--- src/rtl/dmem_pkg.sv ---
// dmem_pkg: shared types and constants for the data-memory arbiter.
//   arb_state_t      - ownership state (IDLE, OWN0, OWN1)
//   mst_idx_t        - master index (0 = CPU data port, 1 = debug/loader)
//   LOCK_MAX_DEFAULT - default bound on consecutive grants under contention
//   DATA_W           - data-memory word width
//   other_master()   - index of the opposite master
package dmem_pkg;

  typedef enum logic [1:0] {
    IDLE = 2'd0,
    OWN0 = 2'd1,
    OWN1 = 2'd2
  } arb_state_t;

  typedef logic mst_idx_t;

  localparam int LOCK_MAX_DEFAULT = 16;
  localparam int DATA_W           = 32;

  function automatic mst_idx_t other_master(input mst_idx_t m);
    return ~m;
  endfunction

endpackage

--- src/rtl/dmem_lock_ctr.sv ---
// dmem_lock_ctr: counts grants within one ownership episode.
//   clk, rst_n - clock, synchronous active-low reset
//   clr        - return count to zero (any entry to IDLE)
//   inc        - a grant happened this cycle
//   expire     - the grant in this cycle is (at least) the LOCK_MAX-th of the
//                episode; the owner must yield if the other master is waiting
// The count saturates at LOCK_MAX so an uncontended owner can keep the lock
// indefinitely.
module dmem_lock_ctr
  import dmem_pkg::*;
#(
  parameter int LOCK_MAX = LOCK_MAX_DEFAULT
) (
  input  logic clk,
  input  logic rst_n,
  input  logic clr,
  input  logic inc,
  output logic expire
);

  localparam int CW = $clog2(LOCK_MAX + 1);
  localparam logic [CW-1:0] MAX_C = CW'(LOCK_MAX);

  logic [CW-1:0] cnt_reg;
  logic [CW-1:0] cnt_next;

  always_comb begin
    cnt_next = cnt_reg;
    if (clr) begin
      cnt_next = '0;
    end else if (inc && (cnt_reg != MAX_C)) begin
      cnt_next = cnt_reg + 1'b1;
    end
  end

  always_ff @(posedge clk) begin
    if (!rst_n) begin
      cnt_reg <= '0;
    end else begin
      cnt_reg <= cnt_next;
    end
  end

  // cnt_reg holds the grants already taken; the current one makes cnt_reg+1.
  assign expire = (cnt_reg >= (MAX_C - 1'b1));

endmodule

--- src/rtl/dmem_arbiter.sv ---
// dmem_arbiter: shares the single data-memory port between the CPU data port
// (master 0) and the debug/program loader (master 1).
//   clk, rst_n              - clock, synchronous active-low reset
//   mX_req/we/lock/adr/wdata - master X access request (held until granted)
//   mX_gnt                  - access performed this cycle (combinational)
//   mX_rvalid, mX_rdata     - registered read return, one cycle after grant
//   mem_adr/mem_wdin/mem_we - to the DRAM wrapper (writes on falling edge)
//   mem_rd                  - combinational read data from the DRAM wrapper
// Round-robin on ties; a master may lock the port for a burst, bounded by
// LOCK_MAX grants while the other master is waiting.
module dmem_arbiter
  import dmem_pkg::*;
#(
  parameter int ADDR_W   = 32,
  parameter int LOCK_MAX = LOCK_MAX_DEFAULT
) (
  input  logic              clk,
  input  logic              rst_n,
  input  logic              m0_req,
  input  logic              m0_we,
  input  logic              m0_lock,
  input  logic [ADDR_W-1:0] m0_adr,
  input  logic [31:0]       m0_wdata,
  input  logic              m1_req,
  input  logic              m1_we,
  input  logic              m1_lock,
  input  logic [ADDR_W-1:0] m1_adr,
  input  logic [31:0]       m1_wdata,
  output logic              m0_gnt,
  output logic              m0_rvalid,
  output logic [31:0]       m0_rdata,
  output logic              m1_gnt,
  output logic              m1_rvalid,
  output logic [31:0]       m1_rdata,
  output logic [ADDR_W-1:0] mem_adr,
  output logic [31:0]       mem_wdin,
  output logic              mem_we,
  input  logic [31:0]       mem_rd
);

  arb_state_t state_reg, state_next;
  mst_idx_t   ptr_reg, ptr_next;   // last granted master

  logic [1:0]        req_vec, we_vec, lock_vec, gnt_vec, rvalid_vec;
  logic [ADDR_W-1:0] adr_arr   [2];
  logic [DATA_W-1:0] wdata_arr [2];
  logic [DATA_W-1:0] rdata_arr [2];

  logic     gnt_any;
  mst_idx_t gnt_idx;
  logic     ctr_clr, ctr_expire;

  assign req_vec      = {m1_req, m0_req};
  assign we_vec       = {m1_we, m0_we};
  assign lock_vec     = {m1_lock, m0_lock};
  assign adr_arr[0]   = m0_adr;
  assign adr_arr[1]   = m1_adr;
  assign wdata_arr[0] = m0_wdata;
  assign wdata_arr[1] = m1_wdata;

  assign gnt_any = |gnt_vec;
  assign gnt_idx = gnt_vec[1];     // grants are one-hot

  // Grant and next-state logic.
  always_comb begin
    gnt_vec    = 2'b00;
    state_next = IDLE;
    ptr_next   = ptr_reg;

    case (state_reg)
      IDLE: begin
        if (&req_vec) begin
          gnt_vec[other_master(ptr_reg)] = 1'b1;
        end else begin
          gnt_vec = req_vec;
        end
      end
      // The owner only; the other master waits for IDLE even if owner idles.
      OWN0:    gnt_vec[0] = req_vec[0];
      OWN1:    gnt_vec[1] = req_vec[1];
      default: gnt_vec = 2'b00;
    endcase

    // No access may slip through while reset is asserted.
    if (!rst_n) begin
      gnt_vec = 2'b00;
    end

    if (gnt_any) begin
      ptr_next = gnt_idx;
      // Keep ownership only if requested and the burst bound is not hit
      // while the other master waits; ptr_next then favours the other.
      if (lock_vec[gnt_idx] && !(ctr_expire && req_vec[other_master(gnt_idx)])) begin
        state_next = gnt_idx ? OWN1 : OWN0;
      end
    end
  end

  always_ff @(posedge clk) begin
    if (!rst_n) begin
      state_reg <= IDLE;
      ptr_reg   <= 1'b1;
    end else begin
      state_reg <= state_next;
      ptr_reg   <= ptr_next;
    end
  end

  assign ctr_clr = (state_next == IDLE);

  dmem_lock_ctr #(
    .LOCK_MAX (LOCK_MAX)
  ) u_lock_ctr (
    .clk    (clk),
    .rst_n  (rst_n),
    .clr    (ctr_clr),
    .inc    (gnt_any),
    .expire (ctr_expire)
  );

  // Memory port mux; idle port is driven to all-zero.
  always_comb begin
    mem_we   = 1'b0;
    mem_adr  = '0;
    mem_wdin = '0;
    if (gnt_any) begin
      mem_we   = we_vec[gnt_idx];
      mem_adr  = adr_arr[gnt_idx];
      mem_wdin = wdata_arr[gnt_idx];
    end
  end

  // Per-master read return registers.
  genvar gi;
  generate
    for (gi = 0; gi < 2; gi++) begin : g_rd
      logic        rvalid_reg;
      logic [31:0] rdata_reg;
      logic        rd_hit;

      assign rd_hit = gnt_vec[gi] & ~we_vec[gi];

      always_ff @(posedge clk) begin
        if (!rst_n) begin
          rvalid_reg <= 1'b0;
          rdata_reg  <= '0;
        end else begin
          rvalid_reg <= rd_hit;
          if (rd_hit) begin
            rdata_reg <= mem_rd;
          end
        end
      end

      assign rvalid_vec[gi] = rvalid_reg;
      assign rdata_arr[gi]  = rdata_reg;
    end
  endgenerate

  assign m0_gnt    = gnt_vec[0];
  assign m1_gnt    = gnt_vec[1];
  assign m0_rvalid = rvalid_vec[0];
  assign m1_rvalid = rvalid_vec[1];
  assign m0_rdata  = rdata_arr[0];
  assign m1_rdata  = rdata_arr[1];

endmodule

--- config.mk ---
export PLATFORM = sky130hd
export DESIGN_NAME = dmem_arbiter
export DESIGN_NICKNAME = d
export VERILOG_FILES = /design/src/rtl/dmem_pkg.sv /design/src/rtl/dmem_lock_ctr.sv /design/src/rtl/dmem_arbiter.sv
export SDC_FILE = /design/constraint.sdc
export NUM_CORES = 1
export LEC_CHECK = 0
export BUFFER_PORTS_ARGS = -buffer_cell sky130_fd_sc_hd__buf_4
export CAP_MARGIN = 20
export CORE_AREA = 2 2 117 119
export DETAILED_ROUTE_END_ITERATION = 16
export DIE_AREA = 0 0 119 121
export PLACE_DENSITY_LB_ADDON = 0.15
export RECOVER_POWER = 25
export SLEW_MARGIN = 20
export SYNTH_ARGS = -nofsm -noshare
export SYNTH_HDL_FRONTEND = slang
export SYNTH_SLANG_ARGS = --single-unit
--- constraint.sdc ---
create_clock -name clk -period 3.4 [get_ports clk]
set_clock_uncertainty 0.1 [all_clocks]
set_input_delay 0.68 -clock clk [delete_from_list [all_inputs] [get_ports clk]]
set_output_delay 0.68 -clock clk [all_outputs]
set_load 0.05 [all_outputs]
==> impl_summary.log <==
INFO  metric worst_slew_margin_rel = 55.0%
INFO  metric clock_path_buffers = 2
INFO  metric finalWorstSetupSlack = 344 ps
INFO  metric placementRows = 42
INFO  metric timing.hold.worst.class = register to register
INFO  metric yosys_warn_count = 0
INFO  metric tritoncts = yes
INFO  metric detail_route.iter0.violations = 180
INFO  metric finalCriticalPeriod = 3060 ps
INFO  metric hold_path.startpoint = m1_rdata[16]
INFO  metric timing.final.max_slew_violations = 0
INFO  metric netlist-cell-type-count = 35
INFO  metric cp-startpoint = m0_req
INFO  metric clock.fmax = 327 MHz
INFO  metric synth_area = 3590 µm²
INFO  metric criticalPathCategory = primary input to output port
INFO  metric power_per_cell_area = 426 nW/µm²
INFO  metric crit-reg2reg-launch = state_reg[1]
INFO  metric edff_count_synth = 0
INFO  metric fin_hold_ws = 418 ps
INFO  metric rsz0062_at_grt = false
INFO  metric ant_nets = 0
INFO  metric final_hold_violations = 0
INFO  metric grt_start_max_net_pins = 66
INFO  metric synth_top_cells_by_area = sky130_fd_sc_hd__dfxtp_1, sky130_fd_sc_hd__mux2i_1, sky130_fd_sc_hd__a22o_1, sky130_fd_sc_hd__nor2b_1, sky130_fd_sc_hd__clkbuf_1
INFO  metric critPathLaunchType = primary input
INFO  metric cts_hold_repair.buffers = 0
INFO  metric number_of_i_o_pins = 301
INFO  metric number_of_global_route_vias_before_repair = 3816
INFO  metric ys_seq_elements = 74
INFO  metric synth_ff_type = sky130_fd_sc_hd__dfxtp_1
INFO  metric multiInputGateArea = 1940 µm²
INFO  metric via_count = 3804
INFO  metric grt_first_pass_wirelength = 22900 µm
INFO  metric maxCapViolations = 0
INFO  metric regToRegSetupSlack = 1340 ps
INFO  metric remaining_drc_errors = 0
INFO  metric ir_drop = 0.223 mV
INFO  metric dp.final_hpwl = 13200 µm
INFO  metric worstMarginPinSlew = 678 ps
INFO  metric internal-power = 1.71 mW
INFO  metric cts.reportedPaths.clkPinSlew = 60 ps
INFO  metric critical_path_required = 2620 ps
INFO  metric route.final.wire_length = 16200 µm
INFO  metric critical_path_peak_fanout = 57
INFO  metric grt-ovfl-total = 0
INFO  metric synthesis.area_per_instance = 10.6 µm²
INFO  metric ys_async_sr_fraction = 0%
INFO  metric track_usage = 21.4%
INFO  metric pre_cts_slack = 351 ps
INFO  metric most_frequent_cells_after_synthesis = sky130_fd_sc_hd__dfxtp_1, sky130_fd_sc_hd__nor2b_1, sky130_fd_sc_hd__a22o_1, sky130_fd_sc_hd__mux2i_1, sky130_fd_sc_hd__clkbuf_1
INFO  metric critPathCaptureType = output port
INFO  metric clk_root_buffer_cell = sky130_fd_sc_hd__clkbuf_16
INFO  metric finalPower = 2.58 mW
INFO  metric cellLeakagePower = 2.62 nW
INFO  metric worst_skew_pair.late_latency = 330 ps
INFO  metric status = completed
INFO  metric layout_overhead_on_the_synthesized_area = 68.7%
INFO  metric floorplan.die.height = 121 µm
INFO  metric clock_power_share = 34.2%
INFO  metric htree_num_levels = 3
INFO  metric antenna_found_initial = 1
INFO  metric netlist_instances = 338
INFO  metric diodes = 0
INFO  metric buffer_ports.inserted = 300
INFO  metric num-nets-final = 797
INFO  metric power.share.sequential = 35.3%
INFO  metric die_width = 119 µm
INFO  metric yosysTopAreaCell = sky130_fd_sc_hd__dfxtp_1
INFO  metric netSwitchingPower = 866 µW
INFO  metric filler_cell_count = 1322
INFO  metric detail_route.wl_per_cell = 20.1 µm
INFO  metric cp.arrival = 2280 ps
INFO  metric numClockSinks = 74
INFO  metric layout-drive-gt1-share = 43.7%
INFO  metric power.switching_fraction = 33.6%
INFO  metric finalWeightedCongestion = 0.917
INFO  metric setup_violations = 0
INFO  metric comb_power_share = 30.5%
INFO  metric worst-r2r-cell-count = 5
INFO  metric ys_seq_area_share = 41.2%
INFO  metric register_area = 1480 µm²
INFO  metric detailedRoute.firstPassIterationCount = 4
INFO  metric post-synth-top-area-fraction = 41.2%
INFO  metric post_synthesis_net_count = 509
INFO  metric post_cts_setup_buffer_count = 0
INFO  metric cts-buffers-inserted = 9
INFO  metric vias_per_cell = 4.71
INFO  metric floorplan.die_area = 14400 µm²
INFO  metric final.setup.tns = 0 ps
INFO  metric yosys.cell_count.top_type = sky130_fd_sc_hd__dfxtp_1
INFO  metric r2r-end = u_lock_ctr.cnt_reg[1]
INFO  metric post_cts_sizing = 0
INFO  metric core_area = 13100 µm²
INFO  metric initial_core_util = 27.5%
INFO  metric period_share = 89.9%
INFO  metric critPathCapture = mem_wdin[26]
cells in the final DEF, fill, tap and decap left out, types with 2 or more instances in the layout:
cell type and n:
sky130_fd_sc_hd__o21ai_0 2, sky130_fd_sc_hd__nor2_1 4, sky130_fd_sc_hd__and3_1 3, sky130_fd_sc_hd__buf_12 2
sky130_fd_sc_hd__buf_4 253, sky130_fd_sc_hd__ha_1 3, sky130_fd_sc_hd__clkbuf_16 9, sky130_fd_sc_hd__o211ai_1 2
sky130_fd_sc_hd__clkinvlp_4 4, sky130_fd_sc_hd__nand3b_1 2, sky130_fd_sc_hd__nor2b_1 66, sky130_fd_sc_hd__dfxtp_1 74
sky130_fd_sc_hd__clkbuf_1 51, sky130_fd_sc_hd__a22o_1 65, sky130_fd_sc_hd__mux2i_1 65, sky130_fd_sc_hd__inv_1 4
cell type report:
type / count / area share [%]
clock buffer: 11 / 4.00
clock inverter: 5 / 0.640
inverter: 4 / 0.248
multi-input combinational: 232 / 32.0
sequential: 74 / 24.4
tap: 176 / 3.63
timing repair buffer: 305 / 35.1
power groups by stage:
stage / clock network (mW) / logic (mW) / registers (mW)
finish: 0.882 / 0.787 / 0.911
global route: 0.956 / 0.821 / 0.913
CTS: 0.908 / 0.807 / 0.911
detailed placement: 0 / 0.806 / 0.930
global placement: 0 / 0.802 / 0.928
floorplan: 0 / 0.382 / 1.01
per-stage QoR:
| stage | utilization, % | instances | area [µm²] |
|---|---|---|---|
| global placement | 45.6 | 791 | 5970 |
| floorplan | - | 338 | 3590 |
| finish | 46.3 | 807 | 6060 |
| CTS | 47.8 | 807 | 6250 |
| detailed placement | 45.6 | 791 | 5970 |
| global route | 46.3 | 807 | 6060 |
critical path: stages:
cell                      delay, ps
sky130_fd_sc_hd__buf_4           90
sky130_fd_sc_hd__nor2b_1        480
sky130_fd_sc_hd__a21oi_4        220
sky130_fd_sc_hd__buf_12         240
sky130_fd_sc_hd__a22o_1         320
sky130_fd_sc_hd__buf_4          210
worst min path at each step:
stage / cells after the start / slack [ps] / to
5_1_grt: 2 / 440 / m0_rdata[20]
6_report: 2 / 420 / m1_rdata[16]
3_3_place_gp: 2 / 400 / m1_rdata[5]
3_5_place_dp: 2 / 410 / m1_rdata[13]
4_1_cts: 2 / 430 / m1_rdata[19]
2_1_floorplan: 2 / 380 / u_lock_ctr.cnt_reg[4]
cells by family after synthesis:
group,Yosys count,synth area share [%]
AOI/OAI and AO/OA,76,18.4
xor gates and xnor gates,2,0.488
adders and majority gates,3,1.04
buffers and inverters,32,5.29
DFF,74,41.2
muxes,65,18.1
and+or+nand+nor,86,15.5
routing by layer:
layer	track usage, %	routed length, µm	up-vias
li1	-	-	1808
met1	25.5	6580	1758
met2	33.6	7480	208
met3	9.02	1600	28
met4	9.67	575	2
met5	0	13	-
Power figures use the tool's default switching activity.
